[config.mk]
export PLATFORM = sky130hd
export DESIGN_NAME = sram_like_arbiter_flat
export DESIGN_NICKNAME = d
export VERILOG_FILES = /design/src/rtl/sram_like_arbiter_pkg.sv /design/src/rtl/sram_like_arbiter_if.sv /design/src/rtl/sram_like_arbiter_tag_fifo.sv /design/src/rtl/sram_like_arbiter.sv /design/src/flat_wrapper.sv
export SDC_FILE = /design/constraint.sdc
export NUM_CORES = 1
export LEC_CHECK = 0
export ABC_AREA = 1
export BUFFER_PORTS_ARGS = -buffer_cell sky130_fd_sc_hd__buf_4
export CORE_AREA = 2 2 125 127
export DETAILED_ROUTE_END_ITERATION = 16
export DIE_AREA = 0 0 127 129
export HOLD_SLACK_MARGIN = 0.03
export SLEW_MARGIN = 20
export SYNTH_ARGS = -nofsm -noshare
export SYNTH_HDL_FRONTEND = slang
export SYNTH_SLANG_ARGS = --single-unit
[constraint.sdc]
create_clock -name clk -period 2.44 [get_ports clk]
set_input_delay 0.122 -clock clk [delete_from_list [all_inputs] [get_ports clk]]
set_output_delay 0.122 -clock clk [all_outputs]
set_load 0.03 [all_outputs]
[src/rtl/sram_like_arbiter_pkg.sv]
// Shared CPU bus definitions for the sram-like arbiter slice.
//   SRC_INST / SRC_DATA : source tags stored in the response FIFO
//   size_e              : sram-like transfer size encodings
//   sram_req_t          : request payload muxed onto the master port
//   grant_e             : arbiter grant decision
package cpu_bus_pkg;

  localparam logic SRC_INST = 1'b0;
  localparam logic SRC_DATA = 1'b1;

  typedef enum logic [1:0] {
    SIZE_BYTE = 2'd0,
    SIZE_HALF = 2'd1,
    SIZE_WORD = 2'd2
  } size_e;

  typedef struct packed {
    logic        wr;
    logic [1:0]  size;
    logic [31:0] addr;
    logic [3:0]  wstrb;
    logic [31:0] wdata;
  } sram_req_t;

  typedef enum logic [1:0] {
    GNT_NONE,
    GNT_INST,
    GNT_DATA
  } grant_e;

endpackage

[src/rtl/sram_like_arbiter_if.sv]
// sram-like bus bundle.
//   master : side issuing requests (drives req/wr/size/addr/wstrb/wdata)
//   slave  : side accepting requests (drives addr_ok/data_ok/rdata)
interface sram_like_arbiter_if;
  logic        req;
  logic        wr;
  logic [1:0]  size;
  logic [31:0] addr;
  logic [3:0]  wstrb;
  logic [31:0] wdata;
  logic        addr_ok;
  logic        data_ok;
  logic [31:0] rdata;

  modport master (
    output req, wr, size, addr, wstrb, wdata,
    input  addr_ok, data_ok, rdata
  );

  modport slave (
    input  req, wr, size, addr, wstrb, wdata,
    output addr_ok, data_ok, rdata
  );
endinterface

[src/rtl/sram_like_arbiter_tag_fifo.sv]
// tag_fifo: 1-bit wide, DEPTH-deep synchronous FIFO of request source tags.
//   clk, reset      : rising-edge clock, async active-high reset
//   push_i, din_i   : write a tag at the tail (ignored when full)
//   pop_i           : advance the head (ignored when empty)
//   dout_o          : tag at the head
//   full_o, empty_o : occupancy flags
//   count_o         : number of stored tags
module tag_fifo #(
  parameter int unsigned DEPTH = 4
) (
  input  logic                     clk,
  input  logic                     reset,
  input  logic                     push_i,
  input  logic                     din_i,
  input  logic                     pop_i,
  output logic                     dout_o,
  output logic                     full_o,
  output logic                     empty_o,
  output logic [$clog2(DEPTH):0]   count_o
);
  localparam int unsigned PW = $clog2(DEPTH);

  logic [DEPTH-1:0] mem_q;
  logic [PW-1:0]    head_q, tail_q;
  logic [PW:0]      count_q;
  logic             push_ok, pop_ok;

  assign full_o  = (count_q == (PW+1)'(DEPTH));
  assign empty_o = (count_q == '0);
  assign count_o = count_q;
  assign dout_o  = mem_q[head_q];

  assign push_ok = push_i & ~full_o;
  assign pop_ok  = pop_i & ~empty_o;

  // DEPTH is a power of two, so the pointers wrap by natural overflow.
  always_ff @(posedge clk or posedge reset) begin
    if (reset) begin
      mem_q   <= '0;
      head_q  <= '0;
      tail_q  <= '0;
      count_q <= '0;
    end else begin
      if (push_ok) begin
        mem_q[tail_q] <= din_i;
        tail_q        <= tail_q + PW'(1);
      end
      if (pop_ok) begin
        head_q <= head_q + PW'(1);
      end
      case ({push_ok, pop_ok})
        2'b10:   count_q <= count_q + (PW+1)'(1);
        2'b01:   count_q <= count_q - (PW+1)'(1);
        default: count_q <= count_q;
      endcase
    end
  end
endmodule

[src/rtl/sram_like_arbiter.sv]
// sram_like_arbiter: 2:1 arbiter from CPU inst/data sram-like ports onto one
// sram-like master port. Data wins by default; an inst request losing
// STARVE_LIMIT consecutive cycles is forced to win next. Accepted requests
// push a source tag so in-order responses route back to their requester.
//   clk, reset : rising-edge clock, async active-high reset
//   inst, data : slave ports from the CPU core
//   m          : master port to the downstream sram-like target
module sram_like_arbiter
  import cpu_bus_pkg::*;
#(
  parameter int unsigned MAX_OUTSTANDING = 4,
  parameter int unsigned STARVE_LIMIT    = 8
) (
  input logic                  clk,
  input logic                  reset,
  sram_like_arbiter_if.slave   inst,
  sram_like_arbiter_if.slave   data,
  sram_like_arbiter_if.master  m
);
  localparam int unsigned CW = $clog2(MAX_OUTSTANDING) + 1;
  localparam int unsigned SW = $clog2(STARVE_LIMIT) + 1;
  localparam logic [SW-1:0] STARVE_MAX = SW'(STARVE_LIMIT);

  grant_e        gnt;
  sram_req_t     inst_r, data_r, sel_r;
  logic          fifo_full, fifo_empty, head_tag;
  logic [CW-1:0] fifo_count_unused;
  logic          accept, resp, inst_acc;
  logic [SW-1:0] starve_cnt_q, starve_cnt_d;
  logic          starve_force_q, starve_force_d;

  assign inst_r = '{wr: inst.wr, size: inst.size, addr: inst.addr,
                    wstrb: inst.wstrb, wdata: inst.wdata};
  assign data_r = '{wr: data.wr, size: data.size, addr: data.addr,
                    wstrb: data.wstrb, wdata: data.wdata};

  always_comb begin
    gnt = GNT_NONE;
    if (starve_force_q && inst.req) gnt = GNT_INST;
    else if (data.req)              gnt = GNT_DATA;
    else if (inst.req)              gnt = GNT_INST;
  end

  // Fields follow data whenever inst is not the winner, including no grant.
  assign sel_r = (gnt == GNT_INST) ? inst_r : data_r;

  // Full blocks requests even when a pop lands in the same cycle, so there
  // is no combinational path from m.data_ok to m.req.
  assign m.req   = (inst.req | data.req) & ~fifo_full & ~reset;
  assign m.wr    = sel_r.wr;
  assign m.size  = sel_r.size;
  assign m.addr  = sel_r.addr;
  assign m.wstrb = sel_r.wstrb;
  assign m.wdata = sel_r.wdata;

  assign accept       = m.req & m.addr_ok;
  assign inst_acc     = accept & (gnt == GNT_INST);
  assign inst.addr_ok = inst_acc;
  assign data.addr_ok = accept & (gnt == GNT_DATA);

  assign resp         = m.data_ok & ~fifo_empty & ~reset;
  assign inst.data_ok = resp & (head_tag == SRC_INST);
  assign data.data_ok = resp & (head_tag == SRC_DATA);
  assign inst.rdata   = m.rdata;
  assign data.rdata   = m.rdata;

  tag_fifo #(.DEPTH(MAX_OUTSTANDING)) u_fifo (
    .clk     (clk),
    .reset   (reset),
    .push_i  (accept),
    .din_i   ((gnt == GNT_INST) ? SRC_INST : SRC_DATA),
    .pop_i   (resp),
    .dout_o  (head_tag),
    .full_o  (fifo_full),
    .empty_o (fifo_empty),
    .count_o (fifo_count_unused)
  );

  // Force is raised from the next count so inst loses at most STARVE_LIMIT
  // cycles; the counter saturates to avoid wrapping while forced but stalled.
  always_comb begin
    starve_cnt_d   = starve_cnt_q;
    starve_force_d = starve_force_q;
    if (!inst.req || inst_acc)         starve_cnt_d = '0;
    else if (starve_cnt_q != STARVE_MAX) starve_cnt_d = starve_cnt_q + SW'(1);
    if (inst_acc)                        starve_force_d = 1'b0;
    else if (starve_cnt_d == STARVE_MAX) starve_force_d = 1'b1;
  end

  always_ff @(posedge clk or posedge reset) begin
    if (reset) begin
      starve_cnt_q   <= '0;
      starve_force_q <= 1'b0;
    end else begin
      starve_cnt_q   <= starve_cnt_d;
      starve_force_q <= starve_force_d;
    end
  end
endmodule

[src/flat_wrapper.sv]
// flat-port wrapper written by rule: the top's interface ports become plain ports
module sram_like_arbiter_flat import cpu_bus_pkg::*;
#(
  parameter int unsigned MAX_OUTSTANDING = 4,
  parameter int unsigned STARVE_LIMIT    = 8
)
  (clk, reset, inst_req, inst_wr, inst_size, inst_addr, inst_wstrb, inst_wdata, inst_addr_ok, inst_data_ok, inst_rdata, data_req, data_wr, data_size, data_addr, data_wstrb, data_wdata, data_addr_ok, data_data_ok, data_rdata, m_req, m_wr, m_size, m_addr, m_wstrb, m_wdata, m_addr_ok, m_data_ok, m_rdata);
  sram_like_arbiter_if inst_i ();
  sram_like_arbiter_if data_i ();
  sram_like_arbiter_if m_i ();
  input logic clk;
  input logic reset;
  input wire logic [$bits(inst_i.req)-1:0] inst_req;
  input wire logic [$bits(inst_i.wr)-1:0] inst_wr;
  input wire logic [$bits(inst_i.size)-1:0] inst_size;
  input wire logic [$bits(inst_i.addr)-1:0] inst_addr;
  input wire logic [$bits(inst_i.wstrb)-1:0] inst_wstrb;
  input wire logic [$bits(inst_i.wdata)-1:0] inst_wdata;
  output wire logic [$bits(inst_i.addr_ok)-1:0] inst_addr_ok;
  output wire logic [$bits(inst_i.data_ok)-1:0] inst_data_ok;
  output wire logic [$bits(inst_i.rdata)-1:0] inst_rdata;
  input wire logic [$bits(data_i.req)-1:0] data_req;
  input wire logic [$bits(data_i.wr)-1:0] data_wr;
  input wire logic [$bits(data_i.size)-1:0] data_size;
  input wire logic [$bits(data_i.addr)-1:0] data_addr;
  input wire logic [$bits(data_i.wstrb)-1:0] data_wstrb;
  input wire logic [$bits(data_i.wdata)-1:0] data_wdata;
  output wire logic [$bits(data_i.addr_ok)-1:0] data_addr_ok;
  output wire logic [$bits(data_i.data_ok)-1:0] data_data_ok;
  output wire logic [$bits(data_i.rdata)-1:0] data_rdata;
  output wire logic [$bits(m_i.req)-1:0] m_req;
  output wire logic [$bits(m_i.wr)-1:0] m_wr;
  output wire logic [$bits(m_i.size)-1:0] m_size;
  output wire logic [$bits(m_i.addr)-1:0] m_addr;
  output wire logic [$bits(m_i.wstrb)-1:0] m_wstrb;
  output wire logic [$bits(m_i.wdata)-1:0] m_wdata;
  input wire logic [$bits(m_i.addr_ok)-1:0] m_addr_ok;
  input wire logic [$bits(m_i.data_ok)-1:0] m_data_ok;
  input wire logic [$bits(m_i.rdata)-1:0] m_rdata;
  assign inst_i.req = inst_req;
  assign inst_i.wr = inst_wr;
  assign inst_i.size = inst_size;
  assign inst_i.addr = inst_addr;
  assign inst_i.wstrb = inst_wstrb;
  assign inst_i.wdata = inst_wdata;
  assign inst_addr_ok = inst_i.addr_ok;
  assign inst_data_ok = inst_i.data_ok;
  assign inst_rdata = inst_i.rdata;
  assign data_i.req = data_req;
  assign data_i.wr = data_wr;
  assign data_i.size = data_size;
  assign data_i.addr = data_addr;
  assign data_i.wstrb = data_wstrb;
  assign data_i.wdata = data_wdata;
  assign data_addr_ok = data_i.addr_ok;
  assign data_data_ok = data_i.data_ok;
  assign data_rdata = data_i.rdata;
  assign m_req = m_i.req;
  assign m_wr = m_i.wr;
  assign m_size = m_i.size;
  assign m_addr = m_i.addr;
  assign m_wstrb = m_i.wstrb;
  assign m_wdata = m_i.wdata;
  assign m_i.addr_ok = m_addr_ok;
  assign m_i.data_ok = m_data_ok;
  assign m_i.rdata = m_rdata;
  sram_like_arbiter #(.MAX_OUTSTANDING(MAX_OUTSTANDING), .STARVE_LIMIT(STARVE_LIMIT)) u_core (.clk(clk), .reset(reset), .inst(inst_i), .data(data_i), .m(m_i));
endmodule
==> impl_metrics.env, run 1 <==
export IMPL_die_w_microns=127
export IMPL_grt_pass1_wl_microns=13000
export IMPL_slew_viol_final=0
export IMPL_ant_nets=0
export IMPL_drc=0
export IMPL_period_minus_slack_ns=2.08
export IMPL_p_leak_uw=0.00224
export IMPL_cts_num_sinks=16
export IMPL_syn_avg_cell_area_sq_um=5.81
export IMPL_power_uw=1900
export IMPL_routed_wl_microns=9130
export IMPL_crit_path_top_delay_cell="dfrtp_1"
export IMPL_cp_max_fo=9
export IMPL_critPathCaptureType="flop"
export IMPL_clk_pin_slew_ns=0.05
export IMPL_cts_resized=0
export IMPL_clkLatencyLatePin_ns=0.24
export IMPL_ys_types=24
export IMPL_hold_viol=0
export IMPL_top_layer="met4"
export IMPL_tns_ns=0
export IMPL_period_share_pct=85.4
export IMPL_drtPass1Iterations=4
export IMPL_final_cell_mix="226 x buf_4, 221 x nand2_1, 21 x inv_1, 20 x nor2_1, 16 x dfrtp_1"
export IMPL_synth_nets=587
export IMPL_final_util_pct=25.3
export IMPL_power_density_mw_per_mm2=503
export IMPL_cp_required_ns=2.56
export IMPL_antenna_found_initial=0
export IMPL_cts_tree="yes"
export IMPL_die_y_microns=129
export IMPL_layout_commonest_cell="buf_4"
export IMPL_vdd_drop_max_v=0.000323
export IMPL_rows=45
export IMPL_cts_setup_buffers=0
export IMPL_grt_start_max_net_pins=77
export IMPL_max_stage_delay_ns=0.38
export IMPL_yosys_warnings=0
export IMPL_maxCapViolations=0
export IMPL_worst_slew_pin_transition_ns=0.394
export IMPL_slew_headroom_pct=73.8
export IMPL_htreeDepth=1
export IMPL_core_area_sq_mm=0.0150
export IMPL_clockRootBuffer="clkbuf_16"
export IMPL_status="finished clean"
export IMPL_critical_path_class="reg -> reg"
export IMPL_setup_viol=0
export IMPL_drt_initial_drc_count=108
export IMPL_dp_cells=735
export IMPL_clockBufferDepth=2
export IMPL_rsz0062_at_grt="false"
export IMPL_diodes=0
export IMPL_wl_met1_microns=3600
export IMPL_die_area_sq_mm=0.0164
export IMPL_post_dp_hpwl_microns=7500
export IMPL_num_fill_cells=1709
export IMPL_initial_core_util_pct=15.5
export IMPL_vias=2720
export IMPL_wl_met3_microns=1090
export IMPL_cp_arrival_ns=2.20
export IMPL_grt_overflow=0
export IMPL_io_buffers=223
export IMPL_drive_above_1_share_pct=43.5
export IMPL_synth_cells=399
export IMPL_min_path_type="in -> reg"
export IMPL_wl_met2_microns=4150
export IMPL_synth_seq_cells=16
export IMPL_nets=741
export IMPL_ios=320
export IMPL_final_cell_count_no_fill=740
export IMPL_wl_per_cell_microns=12.3
export IMPL_ys_seq_area_share_pct=17.3
export IMPL_cts_made_buffers=3
export IMPL_path_cells="nor2_1 -> nand2_1 -> and2_4 -> nand2_8 -> ha_1 -> inv_1 -> fa_1 -> a21oi_1 -> o21ai_0 -> xor2_1"
export IMPL_syn2layout_area_growth_pct=63.1
export IMPL_gp_congestion=0.690
export IMPL_syn_area_sq_mm=0.00232
export IMPL_critPathLaunchType="flop"
export IMPL_max_freq_ghz=0.480
export IMPL_grt_usage_pct=9.95
export IMPL_finClkSkew_ns=0.00461
export IMPL_via_per_inst=3.68
export IMPL_grt_pass1_vias=2495
[routing by layer]
metal  track usage [%]  vias up
met4              3.68        0
met1              12.2     1131
met3              3.99       36
met5                 0        -
li1                  -     1428
met2              15.7      125
[flip-flops by register name, indices dropped and copies added, names as in the netlist]
name and flops:
u_core.starve_cnt_q 4, u_core.starve_force_q 1, u_core.u_fifo.count_o 3, u_core.u_fifo.head_q 2
u_core.u_fifo.mem_q 4, u_core.u_fifo.tail_q 2
[stage by stage]
stage,hold WS (ns),setup WS (ns),cell area [sq um]
2_1_floorplan,0.0441,0.494,2320
3_3_place_gp,0.201,0.404,3680
3_5_place_dp,0.197,0.373,3680
4_1_cts,0.165,0.359,3780
5_1_grt,0.201,0.161,3780
6_report,0.173,0.357,3780
[repair_timing]
| action | 4_1_cts | 5_1_grt |
|---|---|---|
| hold buffers | 1 | 0 |
| hold endpoints to repair | 16 | 0 |
| setup endpoints to repair | 0 | 0 |
[power breakdown]
group | switching [uW] | internal, uW
Combinational | 645 | 483
Sequential | 64.7 | 364
Clock | 97.3 | 248
[final timing paths]
kind,depth (start not counted),start,to,slack [ns]
max in group asynchronous,4,reset,u_core.u_fifo.mem_q[1],1.77
min in group asynchronous,4,reset,u_core.u_fifo.count_o[2],0.49
worst min register to register,1,u_core.u_fifo.count_o[0],u_core.u_fifo.count_o[0],0.49
worst max register to register,10,u_core.u_fifo.count_o[1],u_core.u_fifo.count_o[2],0.36
worst max-delay path,10,u_core.u_fifo.count_o[1],u_core.u_fifo.count_o[2],0.36
worst min-delay path,3,inst_req,u_core.starve_cnt_q[3],0.17
[synthesized netlist by cell type]
| master | n | share of area, % |
|---|---|---|
| and2_4 | 1 | 0.38 |
| inv_1 | 21 | 3.4 |
| nor3_1 | 1 | 0.22 |
| buf_2 | 9 | 1.9 |
| nand4_1 | 1 | 0.27 |
| or2_2 | 1 | 0.27 |
| nor2_1 | 20 | 3.2 |
| buf_4 | 65 | 21 |
| ha_1 | 7 | 3.8 |
| o21ai_0 | 4 | 0.86 |
| nor2_4 | 3 | 1.5 |
| xor2_1 | 4 | 1.5 |
| a21oi_1 | 5 | 1.1 |
| nand2_1 | 222 | 36 |
| nand3_1 | 6 | 1.3 |
| buf_6 | 5 | 2.4 |
| o32a_1 | 1 | 0.43 |
| nor2_2 | 1 | 0.27 |
| inv_2 | 1 | 0.16 |
| and2_1 | 1 | 0.27 |
| dfrtp_1 | 16 | 17 |
| nand2_8 | 1 | 0.86 |
| xnor2_1 | 2 | 0.76 |
| fa_1 | 1 | 0.86 |
[kinds of logic after synthesis]
logic type	Yosys count	share of synthesized area, %
simple gates	258	44.5
buf+inv	101	29.0
flops	16	17.3
compound gates	10	2.37
fa+ha+maj	8	4.64
xor+xnor	6	2.27
[cell type report]
class                           instances  area [sq um]  area share (%)
Clock buffer                            4          88.8            2.35
Multi-Input combinational cell        282          1250            33.0
Tap cell                              188           235            6.22
Timing Repair Buffer                  228          1730            45.7
Sequential cell                        16           400            10.6
Inverter                               22          82.6            2.18
[critical path: cells and delay by family (launching register included)]
kind	cells	cell delay (ns)
xor gates and xnor gates	1	0.16
and+or+nand+nor	4	0.54
AOI/OAI and AO/OA	2	0.28
adders and majority gates	2	0.52
buffers and inverters	1	0.06
DFF	1	0.38
(Power assumes the default switching activity.)
==> run 2, diff against run 1 <==
--- a/config.mk
+++ b/config.mk
@@ -11,6 +11,7 @@
 export DETAILED_ROUTE_END_ITERATION = 16
 export DIE_AREA = 0 0 127 129
 export HOLD_SLACK_MARGIN = 0.03
+export PLACE_DENSITY = 0.44
 export SLEW_MARGIN = 20
 export SYNTH_ARGS = -nofsm -noshare
 export SYNTH_HDL_FRONTEND = slang
==> run 2 against run 1 <==
Register-to-register slack better by 0.02 ns. Cell area fell by 0.50%. Core utilization fell by 0.13 points. Fmax up 0.99%. Wire length increased by 11%. Combinational power barely moved. Global-route usage rose by 1.2 points. First-iteration DRC count fell by 23%. Sequential share of layout area rose by 0.053 points. Non-clock buffer count grew 1. Largest power group unchanged.
==> impl_metrics.env, run 2 (synthesis results as in run 1) <==
export IMPL_status="finished clean"
export IMPL_hold_viol=0
export IMPL_cp_required_ns=2.56
export IMPL_ant_nets=0
export IMPL_finClkSkew_ns=0.00264
export IMPL_grt_pass1_vias=2759
export IMPL_tns_ns=0
export IMPL_layout_commonest_cell="buf_4"
export IMPL_r2r_start="u_core.u_fifo.count_o[1]"
export IMPL_slew_viol_final=0
export IMPL_setup_viol=0
export IMPL_die_area_sq_mm=0.0164
export IMPL_ios=320
export IMPL_crit_start="u_core.u_fifo.count_o[1]"
export IMPL_dp_cells=736
export IMPL_slew_headroom_pct=73.5
export IMPL_maxCapViolations=0
export IMPL_critical_path_class="reg -> reg"
export IMPL_grt_pass1_wl_microns=14600
export IMPL_clockRootBuffer="clkbuf_16"
export IMPL_cp_max_fo=9
export IMPL_antenna_found_initial=0
export IMPL_io_buffers=223
export IMPL_rows=45
export IMPL_period_share_pct=84.5
export IMPL_cts_setup_buffers=0
export IMPL_initial_core_util_pct=15.5
export IMPL_rsz0062_at_grt="false"
export IMPL_core_area_sq_mm=0.0150
export IMPL_via_per_inst=3.81
export IMPL_grt_usage_pct=11.2
export IMPL_cts_num_sinks=16
export IMPL_use_met1_pct=13.1
export IMPL_power_density_mw_per_mm2=502
export IMPL_worst_slew_pin_transition_ns=0.398
export IMPL_clkLatencyLatePin_ns=0.24
export IMPL_nets=742
export IMPL_min_path_type="in -> reg"
export IMPL_drive_above_1_share_pct=43.5
export IMPL_met3_usage_pct=2.70
export IMPL_vias=2817
export IMPL_routed_wl_microns=10200
export IMPL_cp_arrival_ns=2.18
export IMPL_grt_overflow=0
export IMPL_period_minus_slack_ns=2.06
export IMPL_gp_congestion=0.730
export IMPL_die_w_microns=127
export IMPL_cts_tree="yes"
export IMPL_final_cell_count_no_fill=740
export IMPL_clockBufferDepth=2
export IMPL_grt_busiest_layer="met2"
export IMPL_worstHoldStart="inst_req"
export IMPL_drt_initial_drc_count=83
export IMPL_clk_pin_slew_ns=0.05
export IMPL_drc=0
export IMPL_vdd_drop_max_v=0.000465
export IMPL_grt_start_max_net_pins=41
export IMPL_critPathLaunchType="flop"
export IMPL_drtPass1Iterations=6
export IMPL_critPathCaptureType="flop"
export IMPL_post_dp_hpwl_microns=8650
export IMPL_syn2layout_area_growth_pct=62.3
export IMPL_wl_per_cell_microns=13.7
export IMPL_diodes=0
export IMPL_grtUsageMet2_pct=21.1
export IMPL_p_leak_uw=0.00224
export IMPL_htreeDepth=1
export IMPL_die_y_microns=129
export IMPL_max_freq_ghz=0.485
export IMPL_final_cell_mix="228 x buf_4, 221 x nand2_1, 21 x inv_1, 20 x nor2_1, 16 x dfrtp_1"
export IMPL_cts_made_buffers=3
run 2: cell types whose count changed in the layout (fill, tap and decap cells not counted), sizes merged:
cell / delta
buf: +1
clkbuf: -1
run 2: area by class of cell:
class	count	area, sq um
well taps	188	235
multi-input cells	282	1250
clock buffers	3	75.1
repair buffers	229	1720
flip-flops and latches	16	400
fillers	1727	11200
inverters	22	82.6
run 2: worst max-delay path, cell delays in order, from the launching register on:
cell,delay [ns]
dfrtp_1,0.39
nor2_1,0.14
nand2_1,0.09
and2_4,0.18
nand2_8,0.10
ha_1,0.15
inv_1,0.06
fa_1,0.39
a21oi_1,0.16
o21ai_0,0.11
xor2_1,0.15
run 2: path summary, 6_finish.rpt:
check / endpoint / slack, ns / depth (start not counted)
max: u_core.u_fifo.count_o[2] / 0.38 / 10
min: u_core.starve_cnt_q[3] / 0.17 / 3
max reg2reg: u_core.u_fifo.count_o[2] / 0.38 / 10
min reg2reg: u_core.u_fifo.head_q[1] / 0.50 / 1
max in group asynchronous: u_core.u_fifo.tail_q[1] / 1.74 / 4
min in group asynchronous: u_core.u_fifo.count_o[1] / 0.51 / 4
run 2: report_power, final:
| part | internal (uW) | switching, uW |
|---|---|---|
| clock network | 215 | 99.7 |
| registers | 364 | 70.5 |
| logic | 487 | 655 |
| total | 1070 | 825 |
run 2: metal layers:
| layer | part of all wire, % | vias up |
|---|---|---|
| met3 | 8.8 | 6 |
| met1 | 36 | 1202 |
| met2 | 55 | 180 |
| li1 | - | 1429 |
| met5 | 0 | - |
| met4 | 0.69 | 0 |
run 2: per-stage QoR:
stage                     utilization, %  hold slack (ns)  area (sq um)  setup WS, ns  total power, uW
final                               25.1            0.167          3760         0.377             1890
after global routing                25.1            0.182          3760         0.188             2050
after CTS                           25.1            0.161          3760         0.382             1920
after detailed placement            24.6            0.218          3680         0.393             1590
after global placement              24.6            0.211          3680         0.408             1560
after floorplan                        -           0.0441          2320         0.494             1300
run 2: timing repair:
| item | in CTS | in global routing |
|---|---|---|
| hold buffers | 1 | 0 |
| endpoints found under the hold margin | 16 | 0 |
| resized for setup | 0 | 0 |
==> run 3, diff against run 2 <==
--- a/config.mk
+++ b/config.mk
@@ -5,13 +5,13 @@
 export SDC_FILE = /design/constraint.sdc
 export NUM_CORES = 1
 export LEC_CHECK = 0
-export ABC_AREA = 1
+export ABC_AREA = 0
 export BUFFER_PORTS_ARGS = -buffer_cell sky130_fd_sc_hd__buf_4
-export CORE_AREA = 2 2 125 127
+export CORE_AREA = 2 2 124 126
 export DETAILED_ROUTE_END_ITERATION = 16
-export DIE_AREA = 0 0 127 129
+export DIE_AREA = 0 0 126 128
 export HOLD_SLACK_MARGIN = 0.03
-export PLACE_DENSITY = 0.44
+export PLACE_DENSITY = 0.46
 export SLEW_MARGIN = 20
 export SYNTH_ARGS = -nofsm -noshare
 export SYNTH_HDL_FRONTEND = slang
==> constraint.sdc (replaced) <==
create_clock -name clk -period 1.65 [get_ports clk]
set_input_delay 0.0825 -clock clk [delete_from_list [all_inputs] [get_ports clk]]
set_output_delay 0.0825 -clock clk [all_outputs]
set_load 0.03 [all_outputs]
==> run 3 against run 2 <==
The flow now finishes with violations (negative setup slack). Clock power is 66% higher. Cell area is 32% higher. Global-route usage is 1.3 points higher. Synthesized cell count is 42% lower. Fmax is 2.4% higher. Area after synthesis is 3.0% lower. Sequential power is 48% higher. Core utilization is 8.2 points higher. Register-to-register slack worse by 0.74 ns. Wire length is 4.1% higher. Critical endpoint unchanged. Largest cell class unchanged.
==> impl_metrics.env, run 3 <==
export IMPL_drc=0
export IMPL_routed_wl_microns=10600
export IMPL_violations="negative setup slack"
export IMPL_die_y_microns=128
export IMPL_gp_congestion=0.736
export IMPL_worst_slew_pin_transition_ns=0.417
export IMPL_critical_path_class="reg -> reg"
export IMPL_finClkSkew_ns=0.00176
export IMPL_cts_tree="yes"
export IMPL_diodes=0
export IMPL_final_cell_mix="163 x buf_4, 73 x mux2_4, 73 x buf_6, 16 x dfrtp_1"
export IMPL_ant_nets=0
export IMPL_max_freq_ghz=0.497
export IMPL_cp_required_ns=1.81
export IMPL_post_synth_top_count_cell="mux2_2"
export IMPL_post_dp_hpwl_microns=7340
export IMPL_vias=2408
export IMPL_critPathCaptureType="flop"
export IMPL_rsz0062_at_grt="true"
export IMPL_syn_area_sq_mm=0.00225
export IMPL_layout_commonest_cell="buf_4"
export IMPL_period_minus_slack_ns=2.01
export IMPL_die_w_microns=126
export IMPL_cp_arrival_ns=2.18
export IMPL_drtPass1Iterations=4
export IMPL_power_density_mw_per_mm2=672
export IMPL_min_path_type="in -> out"
export IMPL_synth_seq_cells=16
export IMPL_synth_area_leaders="mux2_2 36%, buf_4 23%, dfrtp_1 18%"
export IMPL_final_area_sq_mm=0.00495
export IMPL_cts_num_sinks=16
export IMPL_slew_headroom_pct=72.2
export IMPL_setup_slack_ns=-0.364
export IMPL_status="finished, violations left"
export IMPL_drive_above_1_share_pct=83.9
export IMPL_async_reset_ff_share_pct=100
export IMPL_synth_compound_area_share_pct=4.12
export IMPL_maxCapViolations=0
export IMPL_synth_top_area_cell="mux2_2"
export IMPL_synth_edf_count=0
export IMPL_slew_viol_final=0
export IMPL_clk_pin_slew_ns=0.05
export IMPL_grt_start_max_net_pins=17
export IMPL_syn2layout_area_growth_pct=120
export IMPL_synth_cells=230
export IMPL_grt_pass1_wl_microns=15600
export IMPL_drt_initial_drc_count=46
export IMPL_io_buffers=223
export IMPL_synthSimpleGateAreaFrac_pct=5.56
export IMPL_htreeDepth=1
export IMPL_core_area_sq_mm=0.0149
export IMPL_dpl_cell_area_sq_mm=0.00376
export IMPL_ys_seq_area_share_pct=17.8
export IMPL_grt_usage_pct=12.4
export IMPL_initial_core_util_pct=15.1
export IMPL_grt_overflow=0
export IMPL_yosys_warnings=0
export IMPL_p_leak_uw=0.00260
export IMPL_ys_types=33
export IMPL_wl_per_cell_microns=17.3
export IMPL_cp_max_fo=2
export IMPL_ys_flop_type="dfrtp_1"
export IMPL_synth_adder_area_share_pct=4.79
export IMPL_vdd_drop_max_v=0.000479
export IMPL_critPathLaunchType="flop"
export IMPL_synth_top_family_by_area="multiplexers"
export IMPL_nets=612
export IMPL_rows=45
export IMPL_clockBufferDepth=2
export IMPL_ios=320
export IMPL_die_area_sq_mm=0.0161
export IMPL_synthMuxAreaShare_pct=38.6
export IMPL_clkLatencyLatePin_ns=0.24
export IMPL_yosysTopAreaCellShare_pct=35.6
export IMPL_setup_viol=77
export IMPL_synth_nets=418
export IMPL_hold_viol=0
export IMPL_synth_xor_area_share_pct=3.12
export IMPL_syn_avg_cell_area_sq_um=9.78
export IMPL_clockRootBuffer="clkbuf_16"
export IMPL_grt_pass1_vias=2681
export IMPL_antenna_found_initial=0
export IMPL_netlist_top_cells_count="71 x mux2_2, 68 x buf_4, 16 x dfrtp_1, 10 x inv_1, 9 x nand2_1"
export IMPL_period_share_pct=122
export IMPL_cts_made_buffers=3
export IMPL_via_per_inst=3.94
export IMPL_tns_ns=-8.30
-- run 3: cell count changes after synthesis, sizes merged, moves of 2 or more --
cell,delta
inv,-11
nor2,-18
nand3,-5
nor2b,+2
nand2,-214
xnor2,+3
buf,-6
a211oi,+2
a21oi,-2
mux2,+75
-- run 3: worst paths after layout --
| kind | from | slack (ns) | cells after the start | end |
|---|---|---|---|---|
| max in group asynchronous | reset | 0.96 | 4 | u_core.u_fifo.tail_q[0] |
| hold reg to reg | u_core.u_fifo.head_q[1] | 0.50 | 1 | u_core.u_fifo.head_q[1] |
| hold / removal | m_rdata[30] | 0.17 | 0 | inst_rdata[30] |
| setup / recovery | u_core.u_fifo.count_o[0] | -0.36 | 9 | u_core.u_fifo.count_o[2] |
| min in group asynchronous | reset | 0.49 | 4 | u_core.u_fifo.count_o[2] |
| setup reg to reg | u_core.u_fifo.count_o[0] | -0.36 | 9 | u_core.u_fifo.count_o[2] |
-- run 3: kinds of logic after synthesis --
family	Yosys count
simple gates	25
buf+inv	84
flops	16
fa+ha+maj	8
compound gates	13
mux	76
xor+xnor	8
-- run 3: final cells by class --
cell class / count / area [sq um]
sequential: 16 / 400
timing repair buffer: 262 / 2580
clock buffer: 4 / 88.8
tap: 188 / 235
inverter: 11 / 43.8
fill: 1526 / 9910
multi-input combinational: 130 / 1610
-- run 3: power breakdown --
part           switching, uW  internal [uW]  total [uW]
Sequential               103            540         643
Combinational            939           1220        2160
Clock                    156            368         524
Total                   1200           2130        3330
-- run 3: critical path: stages, from the launching register on --
cell and delay (ns):
dfrtp_1 0.38, or3b_4 0.40, and3_4 0.17, inv_4 0.06, ha_4 0.12, inv_2 0.03, fa_2 0.32, xor2_1 0.14
nor2_1 0.13, xor2_1 0.17
-- run 3: what timing repair did --
action	in CTS	in global routing
buffers inserted	16	9
pin swaps	5	4
hold buffers	1	0
gates cloned	13	0
endpoints found under the setup margin	77	85
gates resized for setup	176	23
endpoints found under the hold margin	16	0
-- run 3: metrics by stage --
| step | cells | hold slack (ns) | worst slack [ns] | power [uW] | util [%] |
|---|---|---|---|---|---|
| 2_1_floorplan | 230 | 0.00453 | -0.398 | 1850 | - |
| 3_3_place_gp | 581 | 0.165 | -0.302 | 2270 | 25.3 |
| 3_5_place_dp | 581 | 0.165 | -0.370 | 2300 | 25.3 |
| 4_1_cts | 614 | 0.165 | -0.349 | 3310 | 33.8 |
| 5_1_grt | 611 | 0.165 | -0.423 | 3530 | 33.3 |
| 6_report | 611 | 0.165 | -0.364 | 3330 | 33.3 |
-- run 3: metal layers --
layer	part of all wire [%]	wire length (microns)	vias to the layer above	GRT usage, %
li1	-	-	1110	-
met1	42	4480	1123	16.8
met2	47	5030	161	20.5
met3	9.2	976	14	3.38
met4	0.93	98	0	1.68
met5	0	0	-	0
